`config.mk`:
```
export PLATFORM = sky130hd
export DESIGN_NAME = approx_error_monitor
export DESIGN_NICKNAME = d
export VERILOG_FILES = /design/src/rtl/approx_error_monitor_pkg.sv /design/src/rtl/approx_error_monitor_abs_diff.sv /design/src/rtl/approx_error_monitor.sv
export SDC_FILE = /design/constraint.sdc
export NUM_CORES = 1
export LEC_CHECK = 0
export BUFFER_PORTS_ARGS = -buffer_cell sky130_fd_sc_hd__buf_2
export CAP_MARGIN = 20
export CORE_MARGIN = 1.5
export CORE_UTILIZATION = 30
export DETAILED_ROUTE_END_ITERATION = 12
export SKIP_LAST_GASP = 1
export SLEW_MARGIN = 40
export SYNTH_ARGS = -nofsm -noshare
export SYNTH_HDL_FRONTEND = slang
export SYNTH_SLANG_ARGS = --single-unit
```
`constraint.sdc`:
```
create_clock -name clk -period 10.9 [get_ports clk]
set_clock_uncertainty 0.05 [all_clocks]
set_input_delay 0.545 -clock clk [delete_from_list [all_inputs] [get_ports clk]]
set_output_delay 0.545 -clock clk [all_outputs]
set_load 0.02 [all_outputs]
```
`src/rtl/approx_error_monitor_pkg.sv`:
```
// Shared definitions for the approximate-adder error monitor: the default
// widths used by the adder benches and the monitor state encoding.
package approxMonitorPkg;

   localparam int DEF_N     = 32;
   localparam int DEF_CNT_W = 32;
   localparam int DEF_ACC_W = 48;

   typedef enum logic [1:0] {
      IDLE  = 2'd0,
      RUN   = 2'd1,
      DRAIN = 2'd2,
      DONE  = 2'd3
   } mon_state_e;

endpackage

```
`src/rtl/approx_error_monitor_abs_diff.sv`:
```
// Combinational unsigned absolute difference |x - y| for a given width.
module absDiff #(
   parameter int W = 33
)(
   input  logic [W-1:0] x,
   input  logic [W-1:0] y,
   output logic [W-1:0] d
);

   // Subtract the smaller operand from the larger so the result never wraps.
   always_comb begin
      d = {W{1'b0}};
      if (x >= y) begin
         d = x - y;
      end else begin
         d = y - x;
      end
   end

endmodule

```
`src/rtl/approx_error_monitor.sv`:
```
// Streaming error-metrics collector for the hybrid approximate adder.
// Samples flow through two register stages (S1: exact/approx, S2: error
// distance) before being folded into the window statistics.
module approx_error_monitor
   import approxMonitorPkg::*;
#(
   parameter int N     = DEF_N,
   parameter int CNT_W = DEF_CNT_W,
   parameter int ACC_W = DEF_ACC_W
)(
   input  logic             clk,
   input  logic             rst,
   input  logic             start,
   input  logic [CNT_W-1:0] window_len,
   input  logic             in_valid,
   output logic             in_ready,
   input  logic [N-1:0]     A,
   input  logic [N-1:0]     B,
   input  logic [N-1:0]     approx_sum,
   input  logic             approx_cout,
   output logic             busy,
   output logic             done,
   output logic [CNT_W-1:0] sample_cnt,
   output logic [CNT_W-1:0] err_cnt,
   output logic [ACC_W-1:0] ed_sum,
   output logic [N:0]       ed_max
);

   localparam int EW = N + 1;
   // Sum width wide enough for either operand plus a carry, so ED wider
   // than the accumulator still saturates correctly.
   localparam int SW = ((ACC_W > EW) ? ACC_W : EW) + 1;
   localparam logic [CNT_W-1:0] CNT_ZERO = {CNT_W{1'b0}};
   localparam logic [CNT_W-1:0] CNT_ONE  = {{(CNT_W-1){1'b0}}, 1'b1};

   mon_state_e       state_r, next_state_s;
   logic [CNT_W-1:0] len_q_r, len_next_s;
   logic [CNT_W-1:0] issued_r, issued_next_s;
   logic             in_ready_r, busy_r, done_r;
   logic             start_ok_s, xfer_s;

   logic             s1_valid_r;
   logic [EW-1:0]    s1_exact_r, s1_approx_r;
   logic             s2_valid_r;
   logic [EW-1:0]    s2_ed_r, ed_s;

   logic [CNT_W-1:0] sample_cnt_r, err_cnt_r;
   logic [ACC_W-1:0] ed_sum_r, ed_sum_next_s;
   logic [EW-1:0]    ed_max_r;
   logic [SW-1:0]    sum_ext_s;

   assign start_ok_s = start && ((state_r == IDLE) || (state_r == DONE));
   assign xfer_s     = in_valid && in_ready_r && (state_r == RUN);

   // Next-state, issue counter and window length selection.
   always_comb begin
      next_state_s  = state_r;
      issued_next_s = issued_r;
      len_next_s    = len_q_r;
      case (state_r)
         IDLE, DONE: begin
            if (start) begin
               len_next_s    = window_len;
               issued_next_s = CNT_ZERO;
               if (window_len == CNT_ZERO) begin
                  next_state_s = DONE;
               end else begin
                  next_state_s = RUN;
               end
            end else begin
               next_state_s = state_r;
            end
         end
         RUN: begin
            if (xfer_s) begin
               issued_next_s = issued_r + CNT_ONE;
               if (issued_next_s == len_q_r) begin
                  next_state_s = DRAIN;
               end else begin
                  next_state_s = RUN;
               end
            end else begin
               next_state_s = RUN;
            end
         end
         DRAIN: begin
            if (!s1_valid_r && !s2_valid_r) begin
               next_state_s = DONE;
            end else begin
               next_state_s = DRAIN;
            end
         end
         default: begin
            next_state_s = IDLE;
         end
      endcase
   end

   // State, counters and the registered handshake/status outputs.
   always_ff @(posedge clk) begin
      if (rst) begin
         state_r    <= IDLE;
         len_q_r    <= CNT_ZERO;
         issued_r   <= CNT_ZERO;
         in_ready_r <= 1'b0;
         busy_r     <= 1'b0;
         done_r     <= 1'b0;
      end else begin
         state_r    <= next_state_s;
         len_q_r    <= len_next_s;
         issued_r   <= issued_next_s;
         in_ready_r <= (next_state_s == RUN) && (issued_next_s < len_next_s);
         busy_r     <= (next_state_s == RUN) || (next_state_s == DRAIN);
         done_r     <= (next_state_s == DONE);
      end
   end

   // S1: capture exact and approximate sums of each transferred sample.
   always_ff @(posedge clk) begin
      if (rst) begin
         s1_valid_r  <= 1'b0;
         s1_exact_r  <= {EW{1'b0}};
         s1_approx_r <= {EW{1'b0}};
      end else begin
         s1_valid_r <= xfer_s;
         if (xfer_s) begin
            s1_exact_r  <= {1'b0, A} + {1'b0, B};
            s1_approx_r <= {approx_cout, approx_sum};
         end
      end
   end

   absDiff #(.W(EW)) u_abs_diff (
      .x (s1_exact_r),
      .y (s1_approx_r),
      .d (ed_s)
   );

   // S2: register the error distance of the sample leaving S1.
   always_ff @(posedge clk) begin
      if (rst) begin
         s2_valid_r <= 1'b0;
         s2_ed_r    <= {EW{1'b0}};
      end else begin
         s2_valid_r <= s1_valid_r;
         s2_ed_r    <= ed_s;
      end
   end

   // Saturating accumulation: any carry beyond ACC_W bits pins the sum high.
   always_comb begin
      sum_ext_s = SW'(ed_sum_r) + SW'(s2_ed_r);
      if ((sum_ext_s >> ACC_W) != {SW{1'b0}}) begin
         ed_sum_next_s = {ACC_W{1'b1}};
      end else begin
         ed_sum_next_s = sum_ext_s[ACC_W-1:0];
      end
   end

   // Window statistics: cleared on an accepted start, updated per retired sample.
   always_ff @(posedge clk) begin
      if (rst || start_ok_s) begin
         sample_cnt_r <= CNT_ZERO;
         err_cnt_r    <= CNT_ZERO;
         ed_sum_r     <= {ACC_W{1'b0}};
         ed_max_r     <= {EW{1'b0}};
      end else if (s2_valid_r) begin
         sample_cnt_r <= sample_cnt_r + CNT_ONE;
         if (s2_ed_r != {EW{1'b0}}) begin
            err_cnt_r <= err_cnt_r + CNT_ONE;
         end
         ed_sum_r <= ed_sum_next_s;
         if (s2_ed_r > ed_max_r) begin
            ed_max_r <= s2_ed_r;
         end
      end
   end

   assign in_ready   = in_ready_r;
   assign busy       = busy_r;
   assign done       = done_r;
   assign sample_cnt = sample_cnt_r;
   assign err_cnt    = err_cnt_r;
   assign ed_sum     = ed_sum_r;
   assign ed_max     = ed_max_r;

endmodule

```
==> results of run 1 <==
-- worst max path at each step --
stage | slack [ps] | depth (start not counted) | endpoint
finish | 5700 | 16 | in_ready
global route | 5260 | 16 | in_ready
CTS | 5560 | 16 | in_ready
detailed placement | 5570 | 16 | in_ready
global placement | 5790 | 15 | in_ready
floorplan | 6720 | 16 | in_ready
-- through the flow --
stage / area (um2) / hold WS (ps) / utilization, % / power [mW] / worst slack (ps)
5_1_grt: 24800 / 152 / 35.5 / 4.37 / 5260
2_1_floorplan: 21200 / 386 / - / 2.39 / 6720
3_5_place_dp: 23400 / 403 / 33.5 / 2.80 / 5570
6_report: 24800 / 164 / 35.5 / 4.13 / 5700
3_3_place_gp: 23400 / 397 / 33.5 / 2.80 / 5790
4_1_cts: 24700 / 121 / 35.4 / 4.16 / 5560
-- power groups by stage --
stage / clock network, mW / logic (mW) / registers, mW
6_report: 1.33 / 1.45 / 1.35
3_3_place_gp: 0 / 1.43 / 1.37
2_1_floorplan: 0 / 1.08 / 1.31
4_1_cts: 1.37 / 1.44 / 1.35
5_1_grt: 1.42 / 1.60 / 1.36
3_5_place_dp: 0 / 1.43 / 1.37
-- area by class of cell --
class	count	area share, %
Antenna cell	1	0.0101
Timing Repair Buffer	298	6.35
Multi-Input combinational cell	2124	55.8
Clock inverter	12	0.666
Inverter	152	2.30
Clock buffer	57	4.65
Sequential cell	315	25.4
Tap cell	940	4.74
-- cell families (layout without fill, tap and decap cells) --
| logic type | after synthesis | after routing | share of synthesized area [%] |
|---|---|---|---|
| buffers and inverters | 282 | 519 | 5.11 |
| AND/OR/NAND/NOR | 931 | 931 | 20.9 |
| XOR/XNOR | 187 | 187 | 7.77 |
| AO/OA/AOI/OAI | 740 | 740 | 21.2 |
| other | 0 | 1 | 0 |
| adder cells (fa/ha/maj) | 205 | 205 | 12.3 |
| flip-flops | 315 | 315 | 29.8 |
| multiplexers | 61 | 61 | 2.95 |
-- cells in the mapped netlist, types with 15 or more instances --
library cell | n | area, um2
dfxtp_1 | 315 | 6310
nand3_1 | 92 | 460
and3_1 | 26 | 163
nand4_1 | 54 | 338
clkbuf_1 | 100 | 375
and2_1 | 48 | 300
o21ai_0 | 193 | 966
or3_1 | 25 | 156
nor3_1 | 44 | 220
o31ai_1 | 26 | 195
ha_1 | 201 | 2510
nand2_1 | 283 | 1060
xor2_1 | 103 | 902
xnor2_1 | 83 | 727
nor2_1 | 246 | 923
nor2b_1 | 30 | 188
a21oi_1 | 263 | 1320
inv_1 | 151 | 567
a211oi_1 | 19 | 143
nand2b_1 | 15 | 93.8
o21a_1 | 31 | 233
mux2i_1 | 49 | 490
a21o_1 | 68 | 510
o21bai_1 | 22 | 165
nor4_1 | 28 | 175
a31oi_1 | 25 | 156
buf_2 | 19 | 95.1
-- routing by layer --
| metal | vias to the layer above | part of all wire (%) |
|---|---|---|
| li1 | 9996 | - |
| met1 | 8944 | 49 |
| met2 | 529 | 42 |
| met3 | 117 | 5.8 |
| met4 | 10 | 2.9 |
| met5 | - | 0.099 |
-- critical path, delay by kind of cell, from the launching register on --
kind,cells,cell delay [ps]
and+or+nand+nor,9,3080
adders and majority gates,1,190
AOI/OAI and AO/OA,6,1350
DFF,1,500
-- sequential cells by signal, summed over array words and instances (netlist names) --
register / flops
sample_cnt: 32
s2_ed_r: 33
s1_valid_r: 1
s1_exact_r: 33
err_cnt: 32
s2_valid_r: 1
len_q_r: 32
s1_approx_r: 33
issued_r: 32
busy: 1
ed_sum: 48
state_r: 2
in_ready: 1
done: 1
ed_max: 33
==> reports/metrics.cfg, run 1 <==
[finish]
seqCellArea_um2 = 6310
fillers = 7459
final_cell_mix = dfxtp_1, nand2_1, buf_2, a21oi_1, nor2_1
multi_input_area_um2 = 13800
drive_above_1_share_pct = 14.0
fin_nets = 3268
fin_cells = 3899
syn2layout_area_growth_pct = 17.1
layout_commonest_cell = dfxtp_1

[global_routing]
grt_overflow = 0
track_usage_pct = 17.1
grt.busiest_layer = met2
grt_max_degree = 99
grt_pass1_wl_mm = 99.3
antenna_found_initial = 6
grtUsageMet1_pct = 24.4
grt_util_met2_pct = 26.0
grt_pass1_vias = 18000
gr-usage-met3_pct = 2.86

[setup_path]
r2r_cells = 16
path_max_fanout = 10
crit_path_end_kind = flop
slowest_stage = or4b_2
cp-start-kind = flop
reg2reg_from = issued_r[6]
cpMostUsedCell = nand4_1
critPathRequiredTime_ps = 11370
cp.arrival_ps = 5670
worstPathCellList = nand4_1, nor4_2, nand4_1, nor3b_1, a21oi_1, a211oi_1, a2111oi_2, nand4_1, a21oi_1, nor3_1, ha_1, nor3b_1, o2111ai_1, or4b_2, a2111oi_0, or3_1
startpoint = issued_r[6]
ff2ff_setup_slack_ps = 5700
critPathMaxStageDelay_ps = 650
critical_path_class = flop to flop
r2r_end = in_ready

[cts]
clk_pin_slew_ps = 70
clock-sinks = 315
cts_root_buf = clkbuf_16
ctsHoldBuffers = 0
cts_setup_buffers = 0
h-tree-depth = 2
cts_resized = 0
cts.path.max_buffers = 3
cts_buffers = 39
clock_latency_ps = 580
cts_tree = done

[placed_design]
hpwlAfterDp_mm = 49.4
place_inst = 3827
port_buffers = 280
place.gp.congestion = 0.892

[floorplan]
num_rows = 97
io_pins = 281
chipHeight_um = 269
die_w_um = 269
initial_core_util_pct = 30.3
coreArea_um2 = 69900
dieArea_um2 = 72200

[synthesis]
synth_area_um2 = 21200
syn_nets = 3059
synth.distinct_cells = 81
syn_inst = 2721
yosys_warnings = 0
synthArstFlopShare_pct = 0
syn_area_per_cell_um2 = 7.78
synth_edf_count = 0
synth-seq-cells = 315
synth_flop_cell = dfxtp_1
yosysSeqAreaShare_pct = 29.8

[power_and_ir_drop]
p_int_mw = 2.64
p_seq_share_pct = 32.7
cellLeakagePower_nw = 10.6
p_sw_mw = 1.49
p_per_area_nw_per_um2 = 167
peakVddDrop_v = 0.000103
p_sw_share_pct = 36.1
pwr-share-comb_pct = 35.1
pwr-share-clk_pct = 32.2

[detailed_routing]
first_pass_iters = 5
routed_wl_mm = 63.5
drt_iter0_markers = 1226
vias_per_cell = 5.03
vias = 19600
drc = 0
ant_nets = 0
wl_per_cell_um = 16.3

[sta]
fin_crit_ps = 5200
report.final.slew_viol_count = 0
period_share_pct = 47.7
setup_viol = 0
worst_pin_slew_ps = 929
slew-limit-headroom_pct = 37.5
fmax_mhz = 192
hold_viol = 0
final.setup.tns_ps = 0
rsz0062_at_grt = no

[min_path]
min_to = s1_approx_r[10]
min_path_type = input pin to flop
worstHoldStart = approx_sum[10]
hold_depth = 3

[outcome]
outcome = completed

[run]
drv_cap = 0

No activity file was read; power rests on OpenSTA's default activity.
==> run 2, diff against run 1 <==
==> constraint.sdc (replaced) <==
create_clock -name clk -period 4.2 [get_ports clk]
set_clock_uncertainty 0.05 [all_clocks]
set_input_delay 0.21 -clock clk [delete_from_list [all_inputs] [get_ports clk]]
set_output_delay 0.21 -clock clk [all_outputs]
set_load 0.02 [all_outputs]
==> reports/metrics.cfg, run 2 (synthesized netlist as in run 1, its figures left out) <==
[setup_path]
reg2reg_from = issued_r[2]
critical_path_class = flop to flop
crit_path_end_kind = flop
cp.arrival_ps = 4450
path_max_fanout = 7
critPathRequiredTime_ps = 4600
startpoint = issued_r[2]
cp-start-kind = flop

[finish]
fin_nets = 3428
final_cell_mix = dfxtp_1, nand2_1, buf_2, a21oi_1, nor2_1
largest_reg_flops = 48
fin_cells = 4059
syn2layout_area_growth_pct = 24.2
fin_area_um2 = 26300
layout_commonest_cell = dfxtp_1
insertedDiodeCount = 0
final_util_pct = 37.6
drive_above_1_share_pct = 16.7

[floorplan]
io_pins = 281
initial_core_util_pct = 30.3
die_w_um = 269
chipHeight_um = 269
dieArea_um2 = 72200
num_rows = 97
coreArea_um2 = 69900

[detailed_routing]
drc = 0
vias = 20300
ant_nets = 0
drt_iter0_markers = 1364
routed_wl_mm = 66.3
wl_per_cell_um = 16.3
vias_per_cell = 5.00
first_pass_iters = 5

[global_routing]
track_usage_pct = 17.8
grt_pass1_wl_mm = 103
grt_max_degree = 99
antenna_found_initial = 0
grt_pass1_vias = 18900
grt_overflow = 0

[placed_design]
port_buffers = 280
place_area_um2 = 24100
hpwlAfterDp_mm = 51.3
place_inst = 3914
dp_slack_ps = -376
place.gp.congestion = 0.919

[power_and_ir_drop]
peakVddDrop_v = 0.000273
p_int_mw = 7.12
p_sw_share_pct = 35.7
p_sw_mw = 3.96
pwr-share-clk_pct = 32.0
cellLeakagePower_nw = 11.4
p_per_area_nw_per_um2 = 421
p_seq_share_pct = 31.5
pwr-share-comb_pct = 36.5
power_mw = 11.1

[cts]
clock-sinks = 315
cts_buffers = 39
h-tree-depth = 2
cts.path.max_buffers = 3
cts_tree = done
clock_latency_ps = 570
cts_root_buf = clkbuf_16
clk_pin_slew_ps = 60

[min_path]
worstHoldStart = B[0]
min_path_type = input pin to flop

[sta]
setup_ws_ps = 156
worst_pin_slew_ps = 855
hold_ws_ps = 16.4
fmax_mhz = 247
hold_viol = 0
slew-limit-headroom_pct = 42.5
final.setup.tns_ps = 0
period_share_pct = 96.3
setup_viol = 0
fin_crit_ps = 4040
report.final.slew_viol_count = 0
rsz0062_at_grt = yes

[outcome]
outcome = completed

[run]
drv_cap = 0

==> run 2: cell type report <==
| class | instances | area (um2) |
|---|---|---|
| Clock buffer | 54 | 1090 |
| Clock inverter | 16 | 254 |
| Fill cell | 7330 | 43600 |
| Inverter | 152 | 571 |
| Multi-Input combinational cell | 2124 | 14000 |
| Sequential cell | 315 | 6310 |
| Tap cell | 940 | 1180 |
| Timing Repair Buffer | 458 | 2940 |
==> run 2: final timing paths <==
check / end / slack, ps / cells after the start
setup / recovery: in_ready / 160 / 18
hold / removal: s1_exact_r[0] / 20 / 4
setup reg to reg: in_ready / 160 / 18
hold reg to reg: s1_approx_r[32] / 400 / 2
==> run 2: power groups by stage <==
stage / registers (mW) / clock network [mW] / logic [mW]
global route: 3.52 / 3.77 / 4.46
floorplan: 3.40 / 0 / 2.81
global placement: 3.55 / 0 / 3.83
detailed placement: 3.55 / 0 / 3.83
finish: 3.49 / 3.55 / 4.04
CTS: 3.49 / 3.67 / 3.90
==> run 2: per-layer routing <==
layer | up-vias | share of wire [%] | GRT usage, %
met5 | - | 0 | 0
met1 | 9329 | 49 | 25.4
met3 | 98 | 5.1 | 2.44
met2 | 536 | 43 | 27.5
li1 | 10300 | - | -
met4 | 0 | 3.0 | 5.97
==> run 2: what timing repair did <==
item	in CTS	in global routing
setup buffers	1	9
hold buffers	65	0
gates cloned	0	0
resized for setup	11	13
setup endpoints to repair	1	10
hold endpoints to repair	65	0
pin swaps	4	3
==> run 2: critical path, stage by stage (launching register included) <==
cell	delay [ps]
dfxtp_1	370
buf_4	170
nand3_1	160
buf_4	180
nor4_4	280
nand4_1	170
buf_4	180
xnor2_1	170
nand2_1	70
nand4b_1	220
nor4_4	340
a41oi_2	150
o32a_1	340
ha_1	220
nor3b_2	160
o2111ai_2	110
or4b_4	180
a2111oi_4	40
or3_1	370
